File: src/rtl/sram_read_skew.sv
// sram_read_skew: reads a block of SRAM rows and re-skews their lanes diagonally
module sram_read_skew #(
   parameter int ARRAY_SIZE = 8,
   parameter int DATA_WIDTH = 16,
   parameter int ADDR_WIDTH = 6
) (
   input  logic                             clk,
   input  logic                             srstn,
   input  logic                             start,
   input  logic [ADDR_WIDTH-1:0]            base_addr,
   input  logic [ADDR_WIDTH-1:0]            row_count,
   output logic [ADDR_WIDTH-1:0]            sram_raddr,
   input  logic [ARRAY_SIZE*DATA_WIDTH-1:0] sram_rdata,
   output logic [ARRAY_SIZE*DATA_WIDTH-1:0] skew_data,
   output logic [ARRAY_SIZE-1:0]            lane_valid,
   output logic                             busy,
   output logic                             done
);
   typedef enum logic [1:0] {IDLE, READ, DRAIN, DONE} state_t;
   state_t state_q, state_d;
   logic [ADDR_WIDTH-1:0] cnt_q, cnt_d, rows_q, rows_d, raddr_q, raddr_d;
   logic rv_q;
   // control registers; rv_q marks cycles where sram_rdata holds a requested row
   always_ff @(posedge clk or negedge srstn) begin
      if (!srstn) begin
         state_q <= IDLE;
         cnt_q   <= '0;
         rows_q  <= '0;
         raddr_q <= '0;
         rv_q    <= 1'b0;
      end else begin
         state_q <= state_d;
         cnt_q   <= cnt_d;
         rows_q  <= rows_d;
         raddr_q <= raddr_d;
         rv_q    <= state_q == READ;
      end
   end
   // next state; the read address is held at zero outside READ and wraps naturally
   always_comb begin
      state_d = state_q;
      cnt_d   = cnt_q;
      rows_d  = rows_q;
      raddr_d = '0;
      case (state_q)
         IDLE: if (start && row_count != '0) begin
            state_d = READ;
            cnt_d   = '0;
            rows_d  = row_count;
            raddr_d = base_addr;
         end
         READ: if (cnt_q == rows_q - 1'b1) begin
            state_d = DRAIN;
            cnt_d   = '0;
         end else begin
            cnt_d   = cnt_q + 1'b1;
            raddr_d = raddr_q + 1'b1;
         end
         DRAIN: if (cnt_q == ADDR_WIDTH'(ARRAY_SIZE)) begin
            state_d = DONE;
            cnt_d   = '0;
         end else begin
            cnt_d = cnt_q + 1'b1;
         end
         default: state_d = IDLE;
      endcase
   end
   assign sram_raddr = raddr_q;
   assign busy       = state_q != IDLE;
   assign done       = state_q == DONE;
   for (genvar j = 0; j < ARRAY_SIZE; j++) begin : g_lane
      logic [DATA_WIDTH-1:0] d_q [j+1];
      logic [j:0]            v_q;
      // lane j: element j sits in the MSB-first slice; invalid beats carry zero data
      always_ff @(posedge clk or negedge srstn) begin
         if (!srstn) begin
            for (int s = 0; s <= j; s++) d_q[s] <= '0;
            v_q <= '0;
         end else begin
            d_q[0] <= rv_q ? sram_rdata[(ARRAY_SIZE-1-j)*DATA_WIDTH +: DATA_WIDTH] : '0;
            v_q[0] <= rv_q;
            for (int s = 1; s <= j; s++) begin
               d_q[s] <= d_q[s-1];
               v_q[s] <= v_q[s-1];
            end
         end
      end
      assign skew_data[j*DATA_WIDTH +: DATA_WIDTH] = d_q[j];
      assign lane_valid[j] = v_q[j];
   end
endmodule

File: config.mk
export PLATFORM = sky130hd
export DESIGN_NAME = sram_read_skew
export DESIGN_NICKNAME = d
export VERILOG_FILES = /design/src/rtl/sram_read_skew.sv
export SDC_FILE = /design/constraint.sdc
export NUM_CORES = 1
export LEC_CHECK = 0
export BUFFER_PORTS_ARGS = -buffer_cell sky130_fd_sc_hd__buf_4
export CAP_MARGIN = 20
export CORE_MARGIN = 3
export CORE_UTILIZATION = 50
export CTS_BUF_LIST = sky130_fd_sc_hd__clkbuf_16
export DETAILED_ROUTE_END_ITERATION = 8
export HOLD_SLACK_MARGIN = 0.03
export PLACE_DENSITY = 0.72
export SLEW_MARGIN = 20
export SYNTH_ARGS = -nofsm -noshare
export SYNTH_HDL_FRONTEND = slang
export SYNTH_SLANG_ARGS = --single-unit
File: constraint.sdc
create_clock -name clk -period 3.4 [get_ports clk]
set_input_delay 0 -clock clk [delete_from_list [all_inputs] [get_ports clk]]
set_output_delay 0 -clock clk [all_outputs]
set_load 0.005 [all_outputs]
======== Word-level counts from Yosys, hierarchy flattened ========
Cells that the tools add are included.
word-level totals
  bits in registers ....................... 633
  output and inout bits ................... 144
  word-level logic and storage cells ...... 87
operators by class
  add/subtract/negate cells ............... 3
  eq/ne operators ......................... 8
  mux-type cells .......................... 19
  reductions and logical operators ........ 8
operators with widths
  kind                                                    number
  2-to-1 mux 16 bit                                       8
  2-to-1 mux 6 bit                                        5
  case mux 6 bit (3 select lines)                         1
  adder 6 x 1 -> 6 bit (second input constant)            2
  case mux 6 bit (2 select lines)                         1
  == test 6 x 4 -> 1 bit (second input constant)          1
  == test 6 bit                                           1
  2-to-1 mux 2 bit                                        3
  case mux 2 bit (3 select lines)                         1
  nonzero test 6 bit                                      1
  subtractor 6 x 1 -> 6 bit (second input constant)       1
  == test 2 bit (second input constant)                   2
  inequality test 2 bit (second input constant)           2
  AND reduction 2 bit                                     2
  AND reduction 3 bit                                     1
  nonzero test 3 bit                                      1
  == test 2 x 1 -> 1 bit (second input constant)          1
  logical NOT 2 bit                                       1
  inequality test 2 x 1 -> 1 bit (second input constant)  1
  nonzero test 2 bit                                      1
  logical AND 1 bit                                       1

======== Logic depth before layout (Yosys ltp) ========
Gate-level depths: netlist of the first run.
  word-level depth ........................ 4
  depth in mapped cells ................... 9
  depth with buffers taken out ............ 8

======== Worst setup path after synthesis of the first run ========
OpenSTA, ideal clock, no wires.
  path kind ............................... register to register
  from .................................... reg rows_q[2]
  to ...................................... reg cnt_q[2]
  library setup time ...................... 0.136 ns
  arrival ................................. 1.865 ns
  required time ........................... 3.264 ns
  path slack .............................. 1.399 ns
  cell stages (with the launch flop) ...... 8
  path buffers ............................ 1
  clock period less this slack ............ 2.001 ns
  cells stage by stage .................... dfrtp_1 or3_1 xnor2_1 a2111oi_4 a31oi_2 buf_6 o2111ai_1 o211ai_1
on the way
  cells in the longest elaborated chain, start to end .. 4
RTL lines
  element                          RTL line  source
  start: declaration               21        logic [ADDR_WIDTH-1:0] cnt_q, cnt_d, rows_q, rows_d, raddr_q, raddr_d;
  start signal: assignment         34        rows_q <= rows_d;
  subtractor 6 x 1 -> 6 bit        52        READ: if (cnt_q == rows_q - 1'b1) begin
  == test 6 bit                    52
  2-to-1 mux 6 bit                 52
  case mux 6 bit (3 select lines)  45        case (state_q)
  end signal: assignment           33        cnt_q <= cnt_d;
  end: declaration                 21
No other way between the ends.
A chain may end at the register's enable or synchronous reset.

======== Final worst setup path of the first run ========
  from .................................... reg rows_q[2]
  to ...................................... reg cnt_q[5]
The elaborated chain is that of the path after synthesis.

==> results of run 1 <==
[logic make-up (layout without fill, tap and decap cells)]
group,after synthesis,count (layout),share of synthesized area (%)
flops,605,605,85.88
simple gates,164,164,5.479
buf+inv,145,551,5.628
compound gates,33,33,1.483
xor+xnor,12,12,0.6388
fa+ha+maj,9,9,0.6388
mux,4,4,0.2555
other cells,0,2,0
[cell type report]
class                   count  share of cell area [%]
flip-flops and latches    605                   66.46
repair buffers            439                   16.36
well taps                 455                   2.498
inverters                  13                  0.2141
multi-input cells         222                   6.573
clock inverters            42                   1.614
diodes                      2                 0.02196
clock buffers              57                   6.260
[critical path, delay by kind of cell (launching register included)]
family	cells	cell delay, ns
flip-flops	1	0.44
AND/OR/NAND/NOR	1	0.41
AO/OA/AOI/OAI	4	1.14
XOR/XNOR	1	0.30
[what timing repair did]
action	in CTS	in global routing
endpoints found under the hold margin	264	0
resized for setup	0	0
hold buffers	142	0
[layout by cell type (no fill, tap or decap), types with 5 or more instances in the layout]
cell type      Yosys  layout
inv_1             13      24
ha_1               9       9
nor2_1             7       7
xnor2_1            6       6
xor2_1             5       5
clkinv_1           0      10
and2_1           129     129
clkinv_2           0      10
clkbuf_16          0      57
bufinv_16          0       6
o21ai_0            9       9
o21ai_1            5       5
nand2_1           14      14
dfrtp_1          605     604
buf_4            113     291
nand3_1            5       5
dlygate4sd3_1      0     142
[power breakdown]
part,leakage (nW),switching [mW],total (mW),internal (mW)
sequential,8.15,0.684,9.70,9.01
clock,0.928,2.54,6.03,3.49
combinational,2.77,1.03,2.21,1.18
[worst max path at each step]
stage / from / endpoint / slack (ns) / depth (start not counted)
2_1_floorplan: rows_q[2]$_DFFE_PN0P_ / cnt_q[2]$_DFFE_PN0P_ / 1.40 / 7
3_3_place_gp: rows_q[2]$_DFFE_PN0P_ / cnt_q[3]$_DFFE_PN0P_ / 1.22 / 6
3_5_place_dp: rows_q[2]$_DFFE_PN0P_ / cnt_q[5]$_DFFE_PN0P_ / 1.01 / 6
4_1_cts: rows_q[2]$_DFFE_PN0P_ / cnt_q[5]$_DFFE_PN0P_ / 0.98 / 6
5_1_grt: rows_q[2]$_DFFE_PN0P_ / cnt_q[5]$_DFFE_PN0P_ / 0.83 / 6
6_report: rows_q[2]$_DFFE_PN0P_ / cnt_q[5]$_DFFE_PN0P_ / 1.0 / 6
[metal layers]
metal  GRT usage [%]  vias to the layer above  routed length (um)
li1                -                     3648                   -
met1           20.90                     4246               11900
met2           28.54                      246               16080
met3           4.500                       66                1721
met4           6.188                        0                 915
met5               0                        -                   0
[state kept, by name (all words and copies together) (netlist names)]
register,cells
state_q,2
cnt_q,6
sram_raddr,6
skew_data,112
g_lane.d_q,464
rows_q,6
rv_q,1
g_lane.v_q,8
[stage by stage]
| stage | std cells | worst slack, ns | utilization, % |
|---|---|---|---|
| detailed placement | 1591 | 1.007 | 56.42 |
| global route | 1834 | 0.8334 | 65.80 |
| finish | 1835 | 0.9963 | 65.80 |
| CTS | 1832 | 0.9759 | 65.71 |
| global placement | 1591 | 1.222 | 56.42 |
| floorplan | 972 | 1.399 | - |
==> results.yml, run 1 <==
synthesis:
  avgSynthCellArea_um2: 18.14
  syn-cell-area_um2: 17630
  yosys_warnings: 0
  synth_flop_cell: "dfrtp_1"
  synth_top_area_share_pct: 85.88
  synth_area_leaders: "dfrtp_1, buf_4, and2_1, ha_1, clkbuf_1"
  synth_common_cells: "dfrtp_1, and2_1, buf_4"
  synthCells: 972
  seq_area_frac_synth_pct: 85.88
  synth_nets: 1124
  ys_async_sr_fraction_pct: 100.0
  ys_types: 37
  synth_most_common_cell: "dfrtp_1"
  synth_top_area_cell: "dfrtp_1"
  ys_ff_latch: 605
  synth-edff-count: 0
routing:
  drtIter0Drc: 373
  dr.pass1.iters: 4
  routed_wl_mm: 30.61
  via_per_inst: 4.472
  drc_errors: 0
  vias: 8206
  drtAntennaViolNets: 0
  routedWlPerCell_um: 16.68
worst_setup_path:
  worst_ep_required_time_ns: 3.90
  ff2ff_setup_slack_ns: 1.0
  cpMaxStageDelayCell: "a31oi_2"
  cp_common_cell: "o21ai_0"
  critPathArrivalTime_ns: 2.90
  timing.rr.end: "cnt_q[5]$_DFFE_PN0P_"
  worstReg2RegStart: "rows_q[2]$_DFFE_PN0P_"
  end_kind: "flop"
  crit_fanout: 13
  crit_type: "reg2reg"
  ff2ff_path_depth: 6
  critical_path.startpoint_type: "flop"
  crit_chain: "or3_1 -> xnor2_1 -> a2111oi_4 -> a31oi_2 -> o21ai_0 -> o21ai_0"
  max_stage_delay_ns: 0.52
timing:
  period_share_pct: 70.70
  slew_headroom_pct: 32.92
  setup_viol: 0
  finClkSkew_ns: 0.02031
  setup_tns_ns: 0
  fmax_mhz: 416.0
  timing.hold.ws_ns: 0.06124
  timing_worst_slew_pin_value_ns: 1.006
  slew_violations: 0
  grt_setup_unrepaired: "false"
  finalHoldViolations: 0
  min_period_ns: 2.404
die:
  start_util_pct: 50.91
  die-area_um2: 37550
  die_h_um: 193.8
  num_rows: 68
  coreArea_um2: 34630
  die_w_um: 193.8
  io_pins: 287
placed_design:
  placed_area_um2: 19540
  io_buffer_count: 286
  routabilityCongestion: 0.8112
  post-dp-hpwl_mm: 17.23
worst_hold_path:
  worst_hold_path_type: "in2async"
clock_network:
  cts_tree: "yes"
  cts_buffer_depth: 3
  clkTransAtPathRegs_ns: 0.06
  postCtsSetupBuffers: 0
  numCtsBuffers: 57
  insertion_delay_ns: 0.60
  cts.sinks: 605
  htree_levels: 2
  cts.root.buffer_cell: "clkbuf_16"
grt:
  grt_max_degree: 130
  grtUsageTotal_pct: 16.77
  grt_pass1_wl_mm: 49.82
  grt_antenna_before_repair: 1
  grt_pass1_vias: 9251
  grt-ovfl-total: 0
final_layout:
  layout.area.seq_um2: 15140
  syn_to_final_growth_pct: 29.26
  nFillCells: 2241
  finish.instance_area_um2: 22790
  multi_input_area_um2: 1498
  nets: 1490
  drive_gt1_share_pct: 28.01
pwr:
  peakVddDrop_v: 0.0005019
  p_total_mw: 17.94
  power_density_nw_per_um2: 787.2
  leakagePower_nw: 11.85
outcome:
  outcome: "finished clean"
job:
  drv_cap: 0
Note: power is estimated with default switching activity, not from simulation.
==> run 2, diff against run 1 <==
==> constraint.sdc (replaced) <==
create_clock -name clk -period 2.5 [get_ports clk]
set_input_delay 0 -clock clk [delete_from_list [all_inputs] [get_ports clk]]
set_output_delay 0 -clock clk [all_outputs]
set_load 0.005 [all_outputs]
==> run 2 against run 1 <==
  * Final cell count grew 0.49%
  * Critical path type unchanged
  * Highest routed layer is now met5
  * Die area stayed put
  * Clock power increased by 47%
  * Combinational power increased by 36%
  * Via count increased by 0.60%
  * Non-clock buffer count is 3 higher
  * Critical path depth is the same
  * Global-route usage increased by 0.79 points
  * First-iteration DRC count is 26% lower
  * Clock skew shrank 0.0048 ns
==> results.yml, run 2 (same netlist as run 1, synthesis figures left out) <==
worst_hold_path:
  worst_hold_path_type: "in2reg"
  min-delay-start: "sram_rdata[9]"
  worstHoldEndpoint: "g_lane[7].d_q[121]$_DFF_PN0_"
  worst_hold_path.num_cells: 3
final_layout:
  syn_to_final_growth_pct: 30.55
  post-route-util_pct: 66.47
  largest_reg_flops: 464
  nets: 1492
  largest-register: "g_lane.d_q"
  final_common_cell: "dfrtp_1"
  drive_gt1_share_pct: 28.67
  final_cell_mix: "dfrtp_1, buf_4, dlygate4sd3_1, and2_1, clkbuf_16"
pwr:
  peakVddDrop_v: 0.0009664
  leakagePower_nw: 11.93
  power_density_nw_per_um2: 1090
timing:
  slew_violations: 0
  grt_setup_unrepaired: "false"
  timing.hold.ws_ns: 0.1712
  min_period_ns: 2.274
  finClkSkew_ns: 0.01552
  timing_worst_slew_pin_value_ns: 0.5690
  period_share_pct: 90.95
  fmax_mhz: 439.8
  setup_viol: 0
  setup_tns_ns: 0
  slew_headroom_pct: 62.07
  finalHoldViolations: 0
worst_setup_path:
  cp_common_cell: "o21ai_0"
  crit_chain: "or3_1 -> xnor2_1 -> a2111oi_4 -> a31oi_4 -> o21ai_0 -> o21ai_0"
  crit_fanout: 13
  ff2ff_path_depth: 6
  critPathArrivalTime_ns: 2.72
  critical_path.startpoint_type: "flop"
  timing.rr.end: "cnt_q[5]$_DFFE_PN0P_"
  ff2ff_setup_slack_ns: 0.23
  cpMaxStageDelayCell: "dfrtp_1"
  worst_ep_required_time_ns: 2.94
  worstReg2RegStart: "rows_q[2]$_DFFE_PN0P_"
  end_kind: "flop"
  max_stage_delay_ns: 0.44
  crit_type: "reg2reg"
die:
  die_w_um: 193.8
  coreArea_um2: 34630
  start_util_pct: 50.91
  num_rows: 68
  die-area_um2: 37550
  die_h_um: 193.8
  io_pins: 287
clock_network:
  cts_tree: "yes"
  cts.root.buffer_cell: "clkbuf_16"
  postCtsSetupBuffers: 0
  cts.sinks: 605
  numCtsBuffers: 56
  htree_levels: 2
  cts_buffer_depth: 3
  insertion_delay_ns: 0.58
  clkTransAtPathRegs_ns: 0.06
placed_design:
  io_buffer_count: 286
  post-dp-hpwl_mm: 17.66
  routabilityCongestion: 0.7853
routing:
  dr.pass1.iters: 4
  via_per_inst: 4.477
  drtIter0Drc: 276
  drc_errors: 0
  vias: 8255
  drtAntennaViolNets: 0
  routed_wl_mm: 31.82
  routedWlPerCell_um: 17.25
grt:
  grt_antenna_before_repair: 2
  grt_pass1_wl_mm: 51.67
  grt_pass1_vias: 9359
  grtUsageTotal_pct: 17.56
  grt_max_degree: 94
  grt-ovfl-total: 0
outcome:
  outcome: "finished clean"
job:
  drv_cap: 0
## run 2: cell types whose count changed in the layout (fill, tap and decap cells not counted), moves of 2 or more
cell        before  now
bufinv_16        6   10
clkinv_4         1    4
clkinv_1        10    8
clkinvlp_4       0    5
buf_12           4    8
## run 2: critical path: cells and delay by family, from the launching register on
kind	cells	cell delay, ns
flops	1	0.44
xor+xnor	1	0.18
simple gates	1	0.41
compound gates	4	1.10
## run 2: worst max-delay path by stage
stage                     cells after the start                    to  slack (ns)                   from
final                                         6  cnt_q[5]$_DFFE_PN0P_        0.23  rows_q[2]$_DFFE_PN0P_
after detailed placement                      6  cnt_q[5]$_DFFE_PN0P_        0.13  rows_q[2]$_DFFE_PN0P_
after global routing                          6  cnt_q[5]$_DFFE_PN0P_        0.11  rows_q[2]$_DFFE_PN0P_
after floorplan                               7  cnt_q[2]$_DFFE_PN0P_        0.50  rows_q[2]$_DFFE_PN0P_
after global placement                        6  cnt_q[3]$_DFFE_PN0P_        0.32  rows_q[2]$_DFFE_PN0P_
after CTS                                     6  cnt_q[0]$_DFFE_PN0P_        0.13  rows_q[2]$_DFFE_PN0P_
## run 2: layout make-up
class                           instances  area [um2]
Clock buffer                           58        1451
Multi-Input combinational cell        222        1506
Tap cell                              455       569.3
Inverter                               13       48.80
Clock inverter                         48       510.5
Timing Repair Buffer                  442        3784
Antenna cell                            1       2.502
Fill cell                            2205       11610
Sequential cell                       605       15140
## run 2: layer usage
layer	vias to the layer above	part of all wire (%)	track usage, %
li1	3665	-	-
met2	268	53	30.53
met3	85	5.4	4.431
met1	4235	38	21.32
met5	-	0.022	0
met4	2	3.7	6.831
## run 2: what timing repair did
action / in CTS / in global routing
resized for setup: 0 / 1
endpoints found under the hold margin: 750 / 0
endpoints found under the setup margin: 0 / 3
hold buffers: 144 / 0
## run 2: power breakdown
part | leakage, nW | switching [mW] | internal [mW]
clock network | 0.986 | 3.58 | 5.26
logic | 2.79 | 1.38 | 1.61
registers | 8.15 | 1.00 | 12.3
total | 11.9 | 5.97 | 19.1
## run 2: through the flow
stage	setup slack [ns]	std cells	power (mW)	cell area, um2
6_report	0.2263	1844	25.09	23020
5_1_grt	0.1085	1844	26.32	23020
4_1_cts	0.1306	1843	25.33	23000
3_5_place_dp	0.1306	1593	16.16	19590
3_3_place_gp	0.3180	1593	15.89	19590
2_1_floorplan	0.4993	972	14.76	17630
==> run 3, diff against run 2 <==
--- a/config.mk
+++ b/config.mk
@@ -7,7 +7,7 @@
 export LEC_CHECK = 0
 export BUFFER_PORTS_ARGS = -buffer_cell sky130_fd_sc_hd__buf_4
 export CAP_MARGIN = 20
-export CORE_MARGIN = 3
+export CORE_MARGIN = 2
 export CORE_UTILIZATION = 50
 export CTS_BUF_LIST = sky130_fd_sc_hd__clkbuf_16
 export DETAILED_ROUTE_END_ITERATION = 8
==> run 3 against run 2 <==
  * Power down 4.1%
  * Die area decreased by 2.1%
  * Clock skew is 0.0034 ns lower
  * Count of clock-buffer cells in the layout up 1
  * Clock power fell by 11%
  * Sequential share of layout area is 0.62 points higher
==> results.yml, run 3 (same netlist as run 1, synthesis figures left out) <==
worst_setup_path:
  ff2ff_setup_slack_ns: 0.16
  crit_type: "reg2reg"
  critPathArrivalTime_ns: 2.78
  crit_fanout: 13
  max_stage_delay_ns: 0.45
  path_buf_inv: 0
  end_kind: "flop"
  cpMaxStageDelayCell: "dfrtp_1"
  worstReg2RegStart: "rows_q[2]$_DFFE_PN0P_"
  critical_path.startpoint_type: "flop"
  path_delay_family: "compound AO/OA/AOI/OAI gates"
  ff2ff_path_depth: 6
  timing.rr.end: "cnt_q[4]$_DFFE_PN0P_"
  worst_ep_required_time_ns: 2.94
  crit_chain: "or3_1 -> xnor2_1 -> a2111oi_4 -> a31oi_4 -> o21ai_0 -> o211ai_1"
die:
  coreArea_um2: 34630
  die_w_um: 191.8
  io_pins: 287
  num_rows: 68
  die-area_um2: 36780
  die_h_um: 191.8
  start_util_pct: 50.91
worst_hold_path:
  worst_hold_path_type: "in2async"
clock_network:
  numCtsBuffers: 57
  htree_levels: 2
  insertion_delay_ns: 0.58
  cts_tree: "yes"
  cts.sinks: 605
  cts.root.buffer_cell: "clkbuf_16"
  cts_buffer_depth: 3
  clkTransAtPathRegs_ns: 0.06
  postCtsSetupBuffers: 0
timing:
  setup_viol: 0
  slew_headroom_pct: 59.32
  grt_setup_unrepaired: "false"
  setup_tns_ns: 0
  fmax_mhz: 427.4
  finClkSkew_ns: 0.01215
  min_period_ns: 2.340
  period_share_pct: 93.59
  finalHoldViolations: 0
  timing_worst_slew_pin_value_ns: 0.6102
  slew_violations: 0
routing:
  dr.pass1.iters: 4
  drtIter0Drc: 394
  routedWlPerCell_um: 16.36
  via_per_inst: 4.444
  vias: 8186
  drtAntennaViolNets: 0
  drc_errors: 0
  routed_wl_mm: 30.13
job:
  drv_cap: 0
placed_design:
  placed_area_um2: 19610
  routabilityCongestion: 0.7982
  post-dp-hpwl_mm: 17.21
  io_buffer_count: 286
pwr:
  leakagePower_nw: 11.85
  peakVddDrop_v: 0.0007550
  power_density_nw_per_um2: 1056
grt:
  grtUsageTotal_pct: 17.13
  grt_max_degree: 123
  grt_pass1_vias: 9060
  grt-ovfl-total: 0
  grt_antenna_before_repair: 3
  grt_pass1_wl_mm: 48.00
final_layout:
  drive_gt1_share_pct: 27.90
  syn_to_final_growth_pct: 29.34
  nets: 1494
  final_cell_mix: "dfrtp_1, buf_4, dlygate4sd3_1, and2_1, clkbuf_16"
  largest_reg_flops: 464
  finish.instance_area_um2: 22800
  largest-register: "g_lane.d_q"
  final_common_cell: "dfrtp_1"
  nFillCells: 2218
outcome:
  outcome: "finished clean"
==> run 3: cell types whose count changed in the layout (fill, tap and decap cells not counted), sizes merged <==
cell / delta
buf: +2
bufinv: -7
clkbuf: +1
clkinv: -4
clkinvlp: -3
diode: +6
dlygate4sd3: -1
inv: +4
==> run 3: metrics by stage <==
stage | utilization [%] | worst slack [ns] | power (mW) | hold WS [ns] | instances
final | 65.85 | 0.1603 | 24.07 | 0.1118 | 1842
after global placement | 56.62 | 0.3049 | 15.86 | -0.04495 | 1595
after global routing | 65.82 | 0.02946 | 25.34 | 0.1001 | 1838
after detailed placement | 56.62 | 0.06988 | 16.15 | -0.04671 | 1595
after floorplan | - | 0.4993 | 14.76 | -0.2956 | 972
after CTS | 65.77 | 0.03708 | 24.36 | 0.08975 | 1835
==> run 3: how the worst max path moves through the flow <==
stage | start | to | depth (start not counted) | slack [ns]
detailed placement | rows_q[2]$_DFFE_PN0P_ | cnt_q[5]$_DFFE_PN0P_ | 6 | 0.07
floorplan | rows_q[2]$_DFFE_PN0P_ | cnt_q[2]$_DFFE_PN0P_ | 7 | 0.50
finish | rows_q[2]$_DFFE_PN0P_ | cnt_q[4]$_DFFE_PN0P_ | 6 | 0.16
global route | rows_q[2]$_DFFE_PN0P_ | cnt_q[0]$_DFFE_PN0P_ | 6 | 0.03
CTS | rows_q[2]$_DFFE_PN0P_ | cnt_q[4]$_DFFE_PN0P_ | 6 | 0.04
global placement | rows_q[2]$_DFFE_PN0P_ | cnt_q[4]$_DFFE_PN0P_ | 6 | 0.30
==> run 3: worst min-delay path, delay by kind of cell <==
kind	cells	cell delay (ns)
buf+inv	3	1.05
==> run 3: routing by layer <==
| layer | share of wire (%) | global-route usage, % | routed length [um] |
|---|---|---|---|
| met5 | 0 | 0 | 0 |
| met1 | 38 | 21.32 | 11550 |
| met2 | 53 | 28.24 | 15820 |
| met3 | 5.7 | 4.440 | 1714 |
| met4 | 3.5 | 8.107 | 1044 |
==> run 3: repair_timing <==
item / CTS / global route
setup endpoints to repair: 0 / 5
hold endpoints to repair: 700 / 0
hold buffers: 143 / 0
gates resized for setup: 0 / 1
==> run 3: final cells by class <==
class                           count  area, um2  area share [%]
Tap cell                          455      569.3           2.497
Clock buffer                       59       1476           6.475
Antenna cell                        7      17.52         0.07682
Multi-Input combinational cell    222       1506           6.607
Sequential cell                   605      15140           66.41
Timing Repair Buffer              443       3789           16.62
Clock inverter                     38      251.5           1.103
Inverter                           13      48.80          0.2140
==> run 3: power breakdown <==
part,internal [mW],leakage [nW],switching [mW]
clock,4.53,0.896,3.33
combinational,1.61,2.80,1.45
sequential,12.3,8.15,0.879
total,18.4,11.8,5.66
